<file path="src/rtl/tinker_exec_ctrl.sv">
// Multi-cycle execute controller: fetch operands, run ALU/divide/FPU op, write back.
// One instruction in flight; all control outputs decode directly from the state register.
module tinker_exec_ctrl #(
   parameter int DIV_LAT = 8
) (
   input  logic        clk,
   input  logic        reset_n,
   input  logic        instr_valid,
   input  logic [31:0] instr,
   output logic        instr_ready,
   output logic        rf_re,
   output logic [4:0]  rf_rs,
   output logic [4:0]  rf_rt,
   input  logic [63:0] rf_rs_data,
   input  logic [63:0] rf_rt_data,
   output logic [4:0]  ex_op,
   output logic [63:0] ex_a,
   output logic [63:0] ex_b,
   output logic [11:0] ex_l,
   input  logic [63:0] alu_result,
   output logic        fpu_start,
   input  logic        fpu_done,
   input  logic [63:0] fpu_result,
   output logic        rf_we,
   output logic [4:0]  rf_wd,
   output logic [63:0] rf_wdata,
   output logic        busy,
   output logic        illegal,
   output logic [31:0] retired
);

   typedef enum logic [2:0] {
      IDLE, READ, EXEC, WAIT_DIV, WAIT_FPU, WB
   } state_t;

   localparam logic [4:0] OP_DIV   = 5'b11101;
   localparam logic [7:0] DIV_WAIT = 8'(DIV_LAT - 1);

   state_t      state, state_nxt;
   logic [31:0] instr_q;
   logic [63:0] ex_a_q, ex_b_q, result_q;
   logic [7:0]  div_cnt;
   logic        illegal_q;
   logic [31:0] retired_q;

   function automatic logic op_is_alu(input logic [4:0] op);
      case (op)
         5'b00000, 5'b00001, 5'b00010, 5'b00011, 5'b00100, 5'b00110,
         5'b10001, 5'b10010, 5'b11000, 5'b11010, 5'b11100: op_is_alu = 1'b1;
         default: op_is_alu = 1'b0;
      endcase
   endfunction

   function automatic logic op_is_fpu(input logic [4:0] op);
      op_is_fpu = (op[4:2] == 3'b101);
   endfunction

   function automatic logic op_is_legal(input logic [4:0] op);
      op_is_legal = op_is_alu(op) || op_is_fpu(op) || (op == OP_DIV);
   endfunction

   logic cur_div, cur_fpu, div_zero;
   assign cur_div  = (instr_q[31:27] == OP_DIV);
   assign cur_fpu  = op_is_fpu(instr_q[31:27]);
   assign div_zero = (ex_b_q == 64'h0);

   always_comb begin
      state_nxt = state;
      case (state)
         IDLE:     if (instr_valid && op_is_legal(instr[31:27])) state_nxt = READ;
         READ:     state_nxt = EXEC;
         EXEC: begin
            if (cur_fpu)
               state_nxt = WAIT_FPU;
            else if (cur_div && !div_zero && DIV_LAT > 1)
               state_nxt = WAIT_DIV;
            else
               state_nxt = WB;
         end
         WAIT_DIV: if (div_cnt == 8'd1) state_nxt = WB;
         WAIT_FPU: if (fpu_done) state_nxt = WB;
         WB:       state_nxt = IDLE;
         default:  state_nxt = IDLE;
      endcase
   end

   always_ff @(posedge clk) begin
      if (!reset_n) begin
         state     <= IDLE;
         instr_q   <= '0;
         ex_a_q    <= '0;
         ex_b_q    <= '0;
         result_q  <= '0;
         div_cnt   <= '0;
         illegal_q <= 1'b0;
         retired_q <= '0;
      end else begin
         state     <= state_nxt;
         illegal_q <= (state == IDLE) && instr_valid && !op_is_legal(instr[31:27]);
         if (state == IDLE && instr_valid)
            instr_q <= instr;
         if (state == READ) begin
            ex_a_q <= rf_rs_data;
            ex_b_q <= rf_rt_data;
         end
         case (state)
            EXEC: begin
               // divide by zero short-circuits to 0 instead of waiting out the divider
               if (cur_div) begin
                  if (div_zero)
                     result_q <= '0;
                  else if (DIV_LAT == 1)
                     result_q <= alu_result;
                  else
                     div_cnt <= DIV_WAIT;
               end else if (!cur_fpu) begin
                  result_q <= alu_result;
               end
            end
            WAIT_DIV: begin
               div_cnt <= div_cnt - 8'd1;
               if (div_cnt == 8'd1)
                  result_q <= alu_result;
            end
            WAIT_FPU: if (fpu_done) result_q <= fpu_result;
            WB:       retired_q <= retired_q + 32'd1;
            default: ;
         endcase
      end
   end

   assign instr_ready = (state == IDLE);
   assign busy        = (state != IDLE);
   assign rf_re       = (state == READ);
   assign rf_rs       = instr_q[21:17];
   assign rf_rt       = instr_q[16:12];
   assign ex_op       = instr_q[31:27];
   assign ex_l        = instr_q[11:0];
   assign ex_a        = ex_a_q;
   assign ex_b        = ex_b_q;
   assign fpu_start   = (state == EXEC) && cur_fpu;
   assign rf_we       = (state == WB);
   assign rf_wd       = instr_q[26:22];
   assign rf_wdata    = result_q;
   assign illegal     = illegal_q;
   assign retired     = retired_q;

endmodule

</file>
<file path="config.mk">
export PLATFORM = sky130hd
export DESIGN_NAME = tinker_exec_ctrl
export DESIGN_NICKNAME = d
export VERILOG_FILES = /design/src/rtl/tinker_exec_ctrl.sv
export SDC_FILE = /design/constraint.sdc
export NUM_CORES = 1
export LEC_CHECK = 0
export BUFFER_PORTS_ARGS = -buffer_cell sky130_fd_sc_hd__buf_2
export CORE_AREA = 10 10 207 209
export CTS_CLUSTER_SIZE = 8
export DETAILED_ROUTE_END_ITERATION = 6
export DIE_AREA = 0 0 217 219
export GPL_TIMING_DRIVEN = 0
export PLACE_DENSITY = 0.6
export SETUP_SLACK_MARGIN = 0.2
export SYNTH_ARGS = -nofsm -noshare
export SYNTH_HDL_FRONTEND = slang
export SYNTH_SLANG_ARGS = --single-unit
</file>
<file path="constraint.sdc">
create_clock -name clk -period 2.95 [get_ports clk]
set_input_delay 0.295 -clock clk [delete_from_list [all_inputs] [get_ports clk]]
set_output_delay 0.295 -clock clk [all_outputs]
set_load 0.02 [all_outputs]
</file>
Word level (Yosys, flattened, before mapping)
Memories as Yosys holds them, arrays and structs flattened. Index checks and enable logic that the tools add are counted.

Input bits: 292. Register bits: 268. Output and inout bits: 262. Memories: 2. ROM bits: 64. Word-level logic and storage cells: 65.

Memories: (no name shown) (words 32, bits a word 1, rd ports 1, clocked after Yosys merged registers in 0, write ports 0, line 47) `case (op)`; (no name shown) (words 32, bits a word 1, rd ports 1, clocked after Yosys merged registers in 0, write ports 0, line 47).

Multiplexer cells: 17. Equality and inequality tests: 17. $add $sub $neg: 2. Reductions and logical operators: 19.

Operators by type and width (count): $mux 64 (5); $pmux 64 s3 (1); $logic_not 64->1 (1); $add 32x1->32 const B (1); $mux 8 (2); $pmux 8 s2 (1); $mux 3 (5); $pmux 3 s5 (1); $eq 3x3->1 const B (4); $eq 5x5->1 const B (2); $eq 8x1->1 const B (1); $ne 2x2->1 const B (4); $sub 8x1->8 const B (1); $eq 3x2->1 const B (2); $ne 3x3->1 const B (2); $reduce_and 3->1 (2); $reduce_bool 3->1 (2); $logic_and 1x1->1 (5); $reduce_and 5->1 (1); $logic_or 1x1->1 (4); $eq 3x1->1 const B (1); $logic_not 3->1 (1); $logic_not 1->1 (2); $mux 1 (2); 2 further kinds (2).

Depth between registers and ports, before layout
Depth in word-level cells: 7. Depth in mapped cells: 9. Gate-level depth less buffers: 7.

Worst setup path before layout
No wires, ideal clock.

Path kind: register -> register. From: register retired_q[9] (netlist: retired[9]). To: register retired_q[31] (netlist: retired[31]). Cell stages (with the launch flop): 7. Slack: 854 ps. Setup time: 70 ps. Period minus slack after synthesis: 2096 ps. Required time: 2880 ps. Data arrival time: 2026 ps. Path buffers: 1. Path through: dfxtp_1 -> and4_4 -> nand3_4 -> or4_1 -> buf_2 -> or3_1 -> a21oi_1.

Word-level cells in the longest chain between the ends: 1.

Ends and longest elaborated chain: from (decl) (line 44) `logic [31:0] retired_q;`; from (signal assigned) (line 126) `WB: retired_q <= retired_q + 32'd1;`; $add 32x1->32 (line 126).

No other way between the ends. A chain may end at the register's enable or synchronous reset.

Worst setup path in the final report
From: register state[0]. To: output port rf_re.

Word-level cells in the longest chain between the ends: 1.

Ends and longest elaborated chain: from (decl) (line 39) `state_t state, state_nxt;`; from (signal assigned) (line 98) `state <= state_nxt;`; $eq 3x1->1 (line 134) `assign rf_re = (state == READ);`; to (decl) (line 11) `output logic rf_re,`.

No other way between the ends.

==> results.py <==
metrics = {
    "yosys": {
        "synth_fp_nets": 1697,
        "ys_ff_latch": 268,
        "synth.distinct_cells": 43,
        "synth_most_common_cell": "nand2_1",
        "ys_top_cells_by_area": "dfxtp_1 (48%), nand2_1 (13%), a21oi_1 (7.9%)",
        "synthFlopType": "dfxtp_1",
        "synth_mux_area_frac": 0.05781,
        "seq_area_frac_synth": 0.4767,
        "yosys-top-cells-count": "nand2_1 (398), dfxtp_1 (268), a21oi_1 (178), clkbuf_1 (93), o21ai_0 (76)",
        "synth_top_cell_by_area": "dfxtp_1",
        "synth_top_family_by_area": "simple AND/OR/NAND/NOR gates",
        "synth-edff-count": 0,
        "ys_warn_count": 0,
        "async_reset_ff_frac": 0,
        "synth_xor_area_frac": 0.02101,
        "synth_compound_area_frac": 0.1624,
        "synthAdderAreaFrac": 0.005559,
        "syn_avg_cell_area_sq_um": 8.039,
        "yosys.area.top_type_share": 0.4767,
        "mappedNetlistArea_sq_um": 11250,
        "synth_simple_gate_area_frac": 0.2340,
        "syn_inst": 1400,
    },
    "power": {
        "ir_drop_v": 0.0003557,
        "leakagePower_nw": 7.823,
        "power_mw": 11.52,
        "powerDensity_nw_per_um2": 681.4,
    },
    "place": {
        "portBuffers": 553,
        "hpwl_mm": 38.83,
        "place.gp.congestion": 0.9154,
        "placed_cell_area_sq_um": 14670,
    },
    "clocking": {
        "insertion_delay_ns": 0.53,
        "htree_levels": 2,
        "clock_sinks": 268,
        "cts_tree": "built",
        "clk_path_buf_depth": 3,
        "cts_made_buffers": 39,
        "post_cts_buffers": 0,
        "cts.clk_slew.worst_paths_ns": 0.05,
        "ctsRootBufferMaster": "clkbuf_16",
    },
    "grt": {
        "grt_max_degree": 11,
        "overflow": 0,
        "grt_pass1_vias": 12770,
        "grt_pass1_wl_mm": 73.60,
        "grt_use_total": 0.1956,
        "antenna_found_initial": 9,
    },
    "floorplan": {
        "core_area_sq_um": 38560,
        "fp.dieArea_sq_um": 47520,
        "die_w_microns": 217,
        "rows": 72,
        "start_util": 0.2919,
        "ios": 554,
        "die_h_microns": 219,
    },
    "job": {
        "maxCapViolations": 0,
    },
    "sta": {
        "fin_skew_ns": 0.01711,
        "period_minus_slack_ns": 2.536,
        "setup_tns_ns": 0,
        "hold_violations": 0,
        "rsz0062_at_grt": "false",
        "worstMarginPinSlew_ns": 0.9584,
        "post-route-period-util": 0.8598,
        "setup_viol": 0,
        "fmax_ghz": 0.3943,
        "slew_headroom": 0.3552,
        "slew_violations": 0,
    },
    "drt": {
        "vias": 12470,
        "avgViaCountPerCell": 4.729,
        "wl_mm": 49.42,
        "dr.pass1.iters": 7,
        "wl_per_cell_microns": 18.75,
        "final_antenna_net_count": 0,
        "drc_errors": 0,
        "drtIter0Drc": 605,
    },
    "hold_path": {
        "hold_path_end": "ex_b[11]$_SDFFE_PN0P_",
        "min_from": "rf_rt_data[11]",
        "holdPathStages": 3,
        "worstHoldPathType": "input port to flop",
    },
    "outcome": {
        "status": "finished clean",
    },
    "critical_path": {
        "startpoint_type": "flop",
        "cp.arrival_ns": 2.24,
        "r2r-end": "rf_wdata[19]$_SDFFE_PN0P_",
        "crit_path_end_kind": "output port",
        "required_ns": 2.65,
        "crit_type": "flop to output port",
        "worst_r2r_path_depth": 7,
        "ff2ff_setup_slack_ns": 0.46,
        "cp_max_fo": 10,
        "r2r_start": "ex_b[8]$_SDFFE_PN0P_",
    },
    "cells_and_area": {
        "nets": 2409,
        "area_growth_pct": 50.26,
        "drive_above_1_share": 0.2917,
        "design_area_sq_um": 16910,
    },
}
## power by group
part	total (mW)	switching [mW]	internal [mW]
logic	3.23	2.10	1.13
registers	4.36	0.285	4.07
clock network	3.94	1.56	2.38
## registers in the layout, summed over array words and instances (netlist names)
signal,flops
state,3
div_cnt,8
ex_b,64
illegal,1
rf_wdata,64
instr_q,32
retired,32
ex_a,64
## cells by family after synthesis
group,Yosys count
AOI/OAI and AO/OA,327
adders and majority gates,5
and+or+nand+nor,588
xor gates and xnor gates,27
DFF,268
muxes,65
buffers and inverters,120
## worst max-delay path: stages, from the launching register on
cell and delay, ns:
dfxtp_1 0.32, buf_2 0.20, inv_1 0.09, or3_1 0.46, inv_1 0.18, clkbuf_2 0.25, buf_2 0.21
## routing by layer
metal	up-vias	GRT usage	routed length (microns)
met5	-	0	67
met4	12	0.07178	1589
met3	111	0.07208	4489
met2	519	0.3433	24160
met1	5710	0.2119	19110
li1	6114	-	-
## what timing repair did
item                                    CTS  global route
endpoints found under the hold margin   118             0
resized for setup                         3             1
cloned                                    0             0
hold buffers                            118             0
endpoints found under the setup margin   73             1
## layout make-up
class                           instances  area (sq um)
Antenna cell                            3         7.507
Buffer                                105         424.2
Clock buffer                           41          1005
Clock inverter                          3         30.03
Fill cell                            3879         21650
Inverter                               15         56.30
Multi-Input combinational cell       1012          5426
Sequential cell                       268          5365
Tap cell                              518         648.1
Timing Repair Buffer                  671          3949
## worst max-delay path by stage
stage / from / endpoint / cells after the start
6_report: state[0]$_SDFFE_PN0P_ / rf_re / 6
5_1_grt: state[0]$_SDFFE_PN0P_ / rf_wdata[55]$_SDFFE_PN0P_ / 8
4_1_cts: ex_b[38]$_SDFFE_PN0P_ / rf_wdata[19]$_SDFFE_PN0P_ / 7
3_5_place_dp: ex_b[43]$_SDFFE_PN0P_ / rf_wdata[39]$_SDFFE_PN0P_ / 7
3_3_place_gp: ex_b[38]$_SDFFE_PN0P_ / rf_wdata[19]$_SDFFE_PN0P_ / 7
2_1_floorplan: retired[9]$_SDFFE_PN0P_ / retired[31]$_SDFFE_PN0P_ / 6
## through the flow
stage / util / cells / hold slack, ns / setup WS, ns
after floorplan: - / 1400 / 0.4310 / 0.8539
after global placement: 0.3805 / 2471 / 0.4404 / -0.08522
after detailed placement: 0.3805 / 2471 / 0.4432 / -0.04809
after CTS: 0.4382 / 2633 / 0.0001081 / 0.3208
after global routing: 0.4386 / 2636 / 0.01114 / 0.2356
final: 0.4386 / 2636 / 0.02549 / 0.4137
## cell usage in the layout (no fill, tap or decap), types with 5 or more instances in the layout
cell type	count
nor3_1	15
nand4_1	6
dlygate4sd3_1	118
xnor2_1	23
dfxtp_1	268
a21boi_0	64
nand2_1	398
nor2_1	31
inv_1	15
or3_1	13
clkbuf_16	40
mux2i_1	65
nor4_1	25
o21ai_0	76
nand3_1	10
buf_2	562
clkbuf_1	92
a21oi_1	178
ha_1	5
and2_1	66
(Power assumes the default switching activity.)
